$ cat src/rtl/prog_loader_arb_pkg.sv
// Shared definitions for the boot loader / memory arbiter and the accumulator CPU.
package prog_loader_arb_pkg;

    localparam int DEF_AW    = 5;
    localparam int DEF_DW    = 8;
    localparam int DEF_DEPTH = 1 << DEF_AW;

    typedef enum logic [1:0] {
        ST_IDLE   = 2'd0,
        ST_LOAD   = 2'd1,
        ST_RUN    = 2'd2,
        ST_HALTED = 2'd3
    } pl_state_t;

    typedef enum logic [1:0] {
        OWN_NONE   = 2'd0,
        OWN_LOADER = 2'd1,
        OWN_CPU_RW = 2'd2,
        OWN_CPU_RO = 2'd3
    } mem_owner_t;

    // The memory owner depends on the state alone, so two masters can never collide.
    function automatic mem_owner_t owner_of(input pl_state_t st);
        mem_owner_t own;
        case (st)
            ST_LOAD:   own = OWN_LOADER;
            ST_RUN:    own = OWN_CPU_RW;
            ST_HALTED: own = OWN_CPU_RO;
            default:   own = OWN_NONE;
        endcase
        return own;
    endfunction

endpackage

$ cat src/rtl/prog_loader_arb_mem_port_mux.sv
// Combinational owner select for the single shared memory port.
module prog_loader_arb_mem_port_mux
    import prog_loader_arb_pkg::*;
#(
    parameter int AW = DEF_AW,
    parameter int DW = DEF_DW
) (
    input  mem_owner_t      owner,
    input  logic [AW-1:0]   ld_addr,
    input  logic [DW-1:0]   ld_data,
    input  logic            ld_we,
    input  logic [AW-1:0]   cpu_addr,
    input  logic            cpu_we,
    input  logic [DW-1:0]   cpu_wdata,
    output logic [AW-1:0]   mem_addr,
    output logic            mem_we,
    output logic [DW-1:0]   mem_wdata
);

    always_comb begin
        mem_addr  = '0;
        mem_we    = 1'b0;
        mem_wdata = '0;
        case (owner)
            OWN_LOADER: begin
                mem_addr  = ld_addr;
                mem_we    = ld_we;
                mem_wdata = ld_data;
            end
            OWN_CPU_RW: begin
                mem_addr  = cpu_addr;
                mem_we    = cpu_we;
                mem_wdata = cpu_wdata;
            end
            // Halted CPU keeps the address path for inspection but cannot write.
            OWN_CPU_RO: begin
                mem_addr  = cpu_addr;
                mem_wdata = cpu_wdata;
            end
            default: begin
                mem_addr  = '0;
                mem_we    = 1'b0;
                mem_wdata = '0;
            end
        endcase
    end

endmodule

$ cat src/rtl/prog_loader_arb.sv
// Boot loader and memory arbiter: streams a program image into memory, then runs and parks the CPU.
//   state  | meaning
//   IDLE   | CPU held in reset, memory port idle, waiting for ld_start
//   LOAD   | loader owns memory, one byte per accepted handshake
//   RUN    | CPU released and owns memory
//   HALTED | CPU stopped but visible; restart or reload from here
module prog_loader_arb
    import prog_loader_arb_pkg::*;
#(
    parameter int AW    = DEF_AW,
    parameter int DW    = DEF_DW,
    parameter int DEPTH = DEF_DEPTH
) (
    input  logic            clock,
    input  logic            reset,
    input  logic            ld_start,
    input  logic            ld_valid,
    input  logic [DW-1:0]   ld_data,
    input  logic            ld_last,
    output logic            ld_ready,
    input  logic            restart,
    input  logic            cpu_halt,
    input  logic [AW-1:0]   cpu_addr,
    input  logic            cpu_we,
    input  logic [DW-1:0]   cpu_wdata,
    output logic [AW-1:0]   mem_addr,
    output logic            mem_we,
    output logic [DW-1:0]   mem_wdata,
    output logic            cpu_rst_n,
    output logic            cpu_run,
    output logic [AW:0]     img_len,
    output logic            ovf,
    output logic [1:0]      state
);

    localparam logic [AW:0] LAST_IDX = (AW+1)'(DEPTH - 1);

    pl_state_t   st;
    logic [AW:0] cnt;
    logic        rst_pend;
    logic        xfer;
    logic        final_xfer;

    assign xfer       = ld_valid && ld_ready;
    assign final_xfer = xfer && (ld_last || (cnt == LAST_IDX));
    assign state      = st;

    always_ff @(posedge clock or negedge reset) begin
        if (!reset) begin
            st        <= ST_IDLE;
            cnt       <= '0;
            img_len   <= '0;
            ovf       <= 1'b0;
            cpu_rst_n <= 1'b0;
            cpu_run   <= 1'b0;
            ld_ready  <= 1'b0;
            rst_pend  <= 1'b0;
        end else begin
            case (st)
                ST_IDLE: begin
                    if (ld_start) begin
                        st       <= ST_LOAD;
                        cnt      <= '0;
                        img_len  <= '0;
                        ovf      <= 1'b0;
                        ld_ready <= 1'b1;
                    end
                end
                ST_LOAD: begin
                    if (xfer) begin
                        cnt <= cnt + 1'b1;
                    end
                    // Reaching the last word without ld_last means the image was cut short.
                    if (final_xfer) begin
                        st        <= ST_RUN;
                        img_len   <= cnt + 1'b1;
                        ovf       <= !ld_last;
                        ld_ready  <= 1'b0;
                        cpu_rst_n <= 1'b1;
                        cpu_run   <= 1'b1;
                    end
                end
                ST_RUN: begin
                    if (cpu_halt) begin
                        st      <= ST_HALTED;
                        cpu_run <= 1'b0;
                    end
                end
                ST_HALTED: begin
                    if (rst_pend) begin
                        st        <= ST_RUN;
                        rst_pend  <= 1'b0;
                        cpu_rst_n <= 1'b1;
                        cpu_run   <= 1'b1;
                    end else if (ld_start) begin
                        st        <= ST_LOAD;
                        cnt       <= '0;
                        img_len   <= '0;
                        ovf       <= 1'b0;
                        ld_ready  <= 1'b1;
                        cpu_rst_n <= 1'b0;
                    end else if (restart) begin
                        // One reset cycle for the CPU while still parked, then run.
                        rst_pend  <= 1'b1;
                        cpu_rst_n <= 1'b0;
                    end
                end
                default: st <= ST_IDLE;
            endcase
        end
    end

    prog_loader_arb_mem_port_mux #(
        .AW (AW),
        .DW (DW)
    ) u_mux (
        .owner     (owner_of(st)),
        .ld_addr   (cnt[AW-1:0]),
        .ld_data   (ld_data),
        .ld_we     (xfer),
        .cpu_addr  (cpu_addr),
        .cpu_we    (cpu_we),
        .cpu_wdata (cpu_wdata),
        .mem_addr  (mem_addr),
        .mem_we    (mem_we),
        .mem_wdata (mem_wdata)
    );

endmodule

$ cat config.mk
export PLATFORM = sky130hd
export DESIGN_NAME = prog_loader_arb
export DESIGN_NICKNAME = d
export VERILOG_FILES = /design/src/rtl/prog_loader_arb_pkg.sv /design/src/rtl/prog_loader_arb_mem_port_mux.sv /design/src/rtl/prog_loader_arb.sv
export SDC_FILE = /design/constraint.sdc
export NUM_CORES = 1
export LEC_CHECK = 0
export ABC_AREA = 1
export ABC_CLOCK_PERIOD_IN_PS = 1800
export BUFFER_PORTS_ARGS = -buffer_cell sky130_fd_sc_hd__buf_2
export CELL_PAD_IN_SITES_DETAIL_PLACEMENT = 0
export CELL_PAD_IN_SITES_GLOBAL_PLACEMENT = 1
export CORE_UTILIZATION = 33
export CTS_CLUSTER_DIAMETER = 30
export DETAILED_ROUTE_END_ITERATION = 10
export GPL_ROUTABILITY_DRIVEN = 0
export PLACE_DENSITY_LB_ADDON = 0.1
export SLEW_MARGIN = 20
export SYNTH_ARGS = -nofsm -noshare
export SYNTH_HDL_FRONTEND = slang
export SYNTH_SLANG_ARGS = --single-unit
$ cat constraint.sdc
create_clock -name clock -period 1.8 [get_ports clock]
set_input_delay 0.09 -clock clock [delete_from_list [all_inputs] [get_ports clock]]
set_output_delay 0.09 -clock clock [all_outputs]
set_load 0.03 [all_outputs]
# Yosys cells after proc, flatten, opt, wreduce, memory -nomap -nowiden
# Cells that the tools add are included.
# W data, S select, Z words.
[totals]
regBits = 19
inputBits = 29
output_inout_bits = 26
[op_classes]
n_addsub = 1
eq_ne = 13
muxes = 36
n_reduce_logical = 14
[ops]
columns = ["operator", "n"]
rows = [
  ["$mux W6", 6],
  ["$pmux W6 S3", 2],
  ["$pmux W8 S2", 1],
  ["$mux W1", 15],
  ["$pmux W5 S2", 1],
  ["$pmux W1 S3", 3],
  ["$reduce_and A3 Y1", 3],
  ["$eq A2 B2 Y1 const B", 4],
  ["$mux W2", 4],
  ["$ne A2 B2 Y1 const B", 4],
  ["$pmux W2 S4", 1],
  ["$add A6 B1 Y6 const B", 1],
  ["$eq A6 B5 Y1 const B", 1],
  ["$pmux W2 S3", 1],
  ["$reduce_bool A3 Y1", 2],
  ["$eq A2 B1 Y1 const B", 2],
  ["$ne A4 B4 Y1 const B", 1],
  ["$pmux W1 S2", 2],
  ["$reduce_and A4 Y1", 1],
  ["$logic_and A1 B1 Y1", 2],
  ["$logic_not A2 Y1", 1],
  ["$ne A2 B1 Y1 const B", 1],
  ["$reduce_and A2 Y1", 1],
  ["$reduce_bool A2 Y1", 1],
  ["3 further kinds", 3],
]

# Logic depth before layout (Yosys ltp)
[logic_depth]
ltp_word = 5
mapped_depth = 10

# Modules after synthesis
# A second synthesis with hierarchy kept.
[unflattened]
cells_unflattened = 188
hier_area_um2 = 1281.2
[by_module_without_submodules]
columns = ["mod", "instances", "cells_each", "area_each_um2", "seq_area_each_um2"]
rows = [
  ["prog_loader_arb", 1, 137, 1021.0, 475.5],
  ["prog_loader_arb_mem_port_mux", 1, 51, 260.2, 0.0],
]

# Least setup slack after synthesis
# No wires, ideal clock.
[synth_path]
path_kind = "flip-flop to output port"
from = "register st[1] (netlist: state[1])"
to = "output port mem_addr[0]"
t_arrival_ps = 1800
required_time_ps = 1710
path_slack_ps = -90
stages_incl_launch_ff = 6
path_cell_list = "dfrtp_1 ha_1 or2_2 clkbuf_1 nand2_1 a21oi_1"
[synth_via]
elab_chain_len = 5
word_cells_on_any_way = 9
classes_between = "eq/ne (6); mux (2); reduce/logical (1)"
[synth_rtl]
columns = ["item", "line", "text"]
rows = [
  ["start, declared", "prog_loader_arb.sv:38", "pl_state_t st;"],
  ["start signal, assigned", "prog_loader_arb.sv:50", "st <= ST_IDLE;"],
  ["start signal, assigned", "prog_loader_arb.sv:62", "st <= ST_LOAD;"],
  ["start signal, assigned", "prog_loader_arb.sv:75", "st <= ST_RUN;"],
  ["$eq A2 B2 Y1 or $eq A2 B1 Y1 (tied branches)", "prog_loader_arb_pkg.sv:25", "case (st)"],
  ["$pmux W2 S3 (*)", "prog_loader_arb_pkg.sv:25", ""],
  ["$eq A2 B2 Y1", "prog_loader_arb_mem_port_mux.sv:24", "case (owner)"],
  ["$reduce_or A2 Y1 (no source line)", "n/a", ""],
  ["$pmux W5 S2 (*)", "prog_loader_arb_mem_port_mux.sv:24", ""],
  ["end, declared", "prog_loader_arb.sv:26", "output logic [AW-1:0] mem_addr,"],
]
# Every way passes the cells marked *; elsewhere a longest branch is shown, timed or not.

# Worst setup path after layout
[layout_path]
from = "register st[0] (netlist: state[0])"
to = "output port mem_wdata[6]"
[layout_via]
elab_chain_len = 5
word_cells_on_any_way = 9
classes_between = "eq/ne (6); mux (2); reduce/logical (1)"
[layout_rtl]
columns = ["item", "line", "text"]
rows = [
  ["$eq A2 B2 Y1 or $eq A2 B1 Y1 (tied branches)", "prog_loader_arb_pkg.sv:25", ""],
  ["$pmux W2 S3 (*)", "prog_loader_arb_pkg.sv:25", ""],
  ["$eq A2 B2 Y1", "prog_loader_arb_mem_port_mux.sv:24", ""],
  ["$reduce_or A2 Y1 (no source line)", "n/a", ""],
  ["$pmux W8 S2 (*)", "prog_loader_arb_mem_port_mux.sv:24", ""],
  ["end, declared", "prog_loader_arb.sv:28", "output logic [DW-1:0] mem_wdata,"],
]
# Marked as above.

==> qor.txt <==
====================================================================================
Slack of the worst reg-to-reg path                                           0.12 ns
Core Rows                                                                         22
Worst clock skew                                                          0.00351 ns
Endpoint with the worst hold slack                                      rst_pend$_DFFE_PN0P_
Count of input and output buffers                                                 54
Initial Util                                                                   35.1%
Number of setup violations in the final report                                     0
Die footprint                                                             4240 sq um
Result of the run                                                       complete, no violations
Switching Share                                                                54.8%
Distinct cell type count of the synthesized netlist                               25
Power per standard cell area                                            1800 nW/um^2
Final critical-path required period                                          1.73 ns
Final Hold Violating Endpoints                                                     0
Number of max-slew violations in the final report                                  0
Arrival time of data at the critical path endpoint                           1.64 ns
Reported max-cap violation count                                                   0
Total global routing overflow                                                      0
Internal power                                                             0.00141 W
Diodes inserted                                                                    0
Vias in the first global route                                                 1,174
Ratio of cells with drive above 1 in the final layout                          38.8%
Post-synthesis average cell area                                          7.26 sq um
Max rail drop VDD                                                             806 uV
Cell with the most instances after synthesis                                 nand2_1
CTS clk-pin slew, worst paths                                                0.08 ns
Worst Min Path Start                                                         restart
Largest area contributor in the netlist                                      dfrtp_1
Worst Setup Path Type                                                     reg -> out
Cells after Synth                                                                181
Part of the power in combinational logic                                       69.1%
Most numerous cell types in the synthesized netlist                     nand2_1 (60), dfrtp_1 (19), a21oi_1 (18)
Clk sink count                                                                    19
Max transition margin                                                          69.9%
Critical register-to-register path startpoint                           state[1]$_DFFE_PN0P_
Area growth from synthesis to final layout                                     31.9%
Number of nets in the layout                                                     277
1st-iter DRT viols                                                                42
Vias post-DR                                                                   1,351
Synth top area cells                                                    dfrtp_1 (36%), nand2_1 (17%), a21oi_1 (6.9%)
Static Leakage                                                              0.915 nW
Worst hold path type                                                       in -> reg
Share of synthesized area occupied by flip-flops and latches                   36.2%
Maximum fanout along the worst path                                                6
Per-cell routed wire length                                             11.8 microns
TritonRoute pass-1 iters                                                           4
H-tree depth reported by CTS                                                       1
Top cell family by delay on the critical path                           simple AND/OR/NAND/NOR gates
Yosys reg bits                                                                    19
Part of the total power dissipated in sequential elements                      21.0%
Final standard cell count with taps included and fillers excluded                288
RSZ-0062 raised after global routing                                             yes
Type of destination of the critical path                                primary output
Final Routed Wirelength                                                      3.40 mm
Fraction of the core area covered by cells at the end of the flow              46.3%
Number of antenna violations at the first check in global routing                  0
Number of buffers and inverters on the critical path                               2
I/O pin total                                                                     55
Depth of the worst register-to-register path                                       9
Net count after synthesis                                                        217
Post-placement setup slack                                                 0.0373 ns
Fraction of synthesized cell area taken by the top area cell type              36.2%
Clock tree from TritonCTS                                                      built
Half-perimeter wire length after placement                                   2.55 mm
Inserted Clock Buffers                                                             3
Post-Syn Area                                                             1310 sq um
Crit-path slowest cell                                                       dfrtp_2
Fill cell count                                                                  409
Total Routing Usage GR                                                         15.7%
Root buffer cell                                                            clkbuf_8
Reg-to-reg critical path endpoint                                       img_len[3]$_DFFE_PN0P_
Drt drc                                                                            0
Width of the die                                                        65.1 microns
CP Cell Sequence                                                        inv_1, ha_2, or2_2, nand2_1, a21oi_1, buf_2
Worst hold path depth                                                              3
Commonest register cell after synthesis                                      dfrtp_1
Post-route cell area                                                      1730 sq um
Number of synthesized flops with an enable pin                                     0
Clock power frac                                                                9.9%
Maximum frequency from static timing analysis                                577 MHz
Number of warnings issued by yosys                                                 0
Total net switching power                                                  0.00171 W
DRT antenna net count                                                              0
Insertion delay of the later-clocked pin in the worst-skew pair              0.26 ns
Cell area after placement                                                 1630 sq um
CORE AREA                                                                 3740 sq um
Share of the cycle needed by the critical path after routing                   96.2%
Worst-case setup margin in the final layout                                0.0676 ns
Worst-margin pin slew                                                       0.452 ns
Via-to-Cell Ratio                                                               4.69
Wire length of the first global-routing pass                                 5.18 mm
Worst path required time                                                     1.71 ns
Largest net degree at the start of global routing                                 20
Max clock buf depth                                                                2
Die height                                                              65.1 microns
Highest cell delay on the worst timing path                                  0.42 ns
CP Launch Type                                                                  flop
Share of flip-flops with an asynchronous set or reset after synthesis           100%
Inst Count DP                                                                    280
====================================================================================
[sequential cells by signal, summed over array words and instances (netlist names)]
| signal | count |
|---|---|
| cnt | 6 |
| img_len | 6 |
| state | 2 |
| cpu_rst_n | 1 |
| cpu_run | 1 |
| ld_ready | 1 |
| ovf | 1 |
| rst_pend | 1 |
[area by class of cell]
class	instances	area (sq um)	share of cell area, %
clock inverters	1	5.00	0.289
inverters	17	63.8	3.68
multi-input cells	141	763	44.0
flip-flops and latches	19	478	27.6
repair buffers	59	322	18.6
well taps	48	60.1	3.47
clock buffers	3	41.3	2.38
[worst max path at each step]
stage	cells past startpoint	startpoint	slack, ns	endpoint
3_3_place_gp	9	state[1]$_DFFE_PN0P_	0.13	img_len[5]$_DFFE_PN0P_
4_1_cts	9	state[1]$_DFFE_PN0P_	0.006	img_len[3]$_DFFE_PN0P_
3_5_place_dp	9	state[1]$_DFFE_PN0P_	0.04	img_len[3]$_DFFE_PN0P_
5_1_grt	9	state[1]$_DFFE_PN0P_	-0.01	img_len[5]$_DFFE_PN0P_
6_report	6	state[0]$_DFFE_PN0P_	0.07	mem_wdata[6]
2_1_floorplan	5	state[1]$_DFFE_PN0P_	-0.09	mem_addr[2]
[metal layers]
metal	GRT usage, %	wire length (microns)
met1	20.5	1620
met2	26.6	1560
met3	2.95	193
met4	4.08	23
met5	0	0
[timing repair]
| action | in CTS | in global routing |
|---|---|---|
| pin swaps | 0 | 1 |
| setup endpoints to repair | 13 | 29 |
| gates cloned | 0 | 1 |
| buffers inserted | 0 | 2 |
| hold endpoints to repair | 19 | 0 |
| hold buffers | 1 | 0 |
| resized for setup | 2 | 12 |
[cell usage in the layout (no fill, tap or decap)]
cell	synthesis	final
o21ai_1	1	1
o22ai_1	1	1
a21oi_1	18	16
nand2_2	6	6
a21oi_2	0	2
or2_2	3	3
nand3_2	1	1
clkbuf_8	0	3
dfrtp_2	0	2
dfrtp_1	19	17
ha_2	0	3
nand3b_1	1	1
buf_4	0	6
buf_2	0	51
nand2_4	1	1
buf_6	0	1
nor2_1	11	11
nand2_1	60	60
clkinv_2	0	1
nor2_2	1	1
ha_1	7	4
a21boi_1	0	1
o21ai_2	7	7
dlygate4sd3_1	0	1
inv_1	16	15
nor2_4	2	2
nand4_1	3	3
inv_2	1	2
a22oi_1	1	1
or2_4	0	1
nand3_1	6	6
o21ai_0	9	9
[power groups by stage]
stage | registers [W] | clock network (W) | logic [W]
global placement | 0.000656 | 0 | 0.00202
detailed placement | 0.000660 | 0 | 0.00203
finish | 0.000654 | 0.000309 | 0.00215
global route | 0.000674 | 0.000333 | 0.00236
floorplan | 0.000814 | 0 | 0.00143
CTS | 0.000656 | 0.000317 | 0.00206
[stage by stage]
| stage | hold slack, ns | setup TNS [ns] | total power (W) |
|---|---|---|---|
| after CTS | 0.0679 | 0 | 0.00303 |
| after global routing | 0.101 | -0.0192 | 0.00337 |
| after detailed placement | 0.0661 | 0 | 0.00269 |
| after global placement | 0.0627 | 0 | 0.00267 |
| final | 0.0729 | 0 | 0.00311 |
| after floorplan | -0.206 | -0.721 | 0.00224 |
[worst reg2reg max path: stages, from the launching register on]
cell and delay, ns:
dfrtp_2 0.46, inv_1 0.14, ha_2 0.30, inv_2 0.10
nor2_4 0.11, o21ai_2 0.09, nand2_4 0.19, inv_1 0.08
nand2_1 0.06, nand2_1 0.05
[kinds of logic after synthesis]
family	after synthesis	share of synthesized area, %
simple gates	95	32.7
flops	19	36.2
compound gates	38	17.0
buf+inv	22	7.52
fa+ha+maj	7	6.67
No activity file was read; power rests on OpenSTA's default activity.
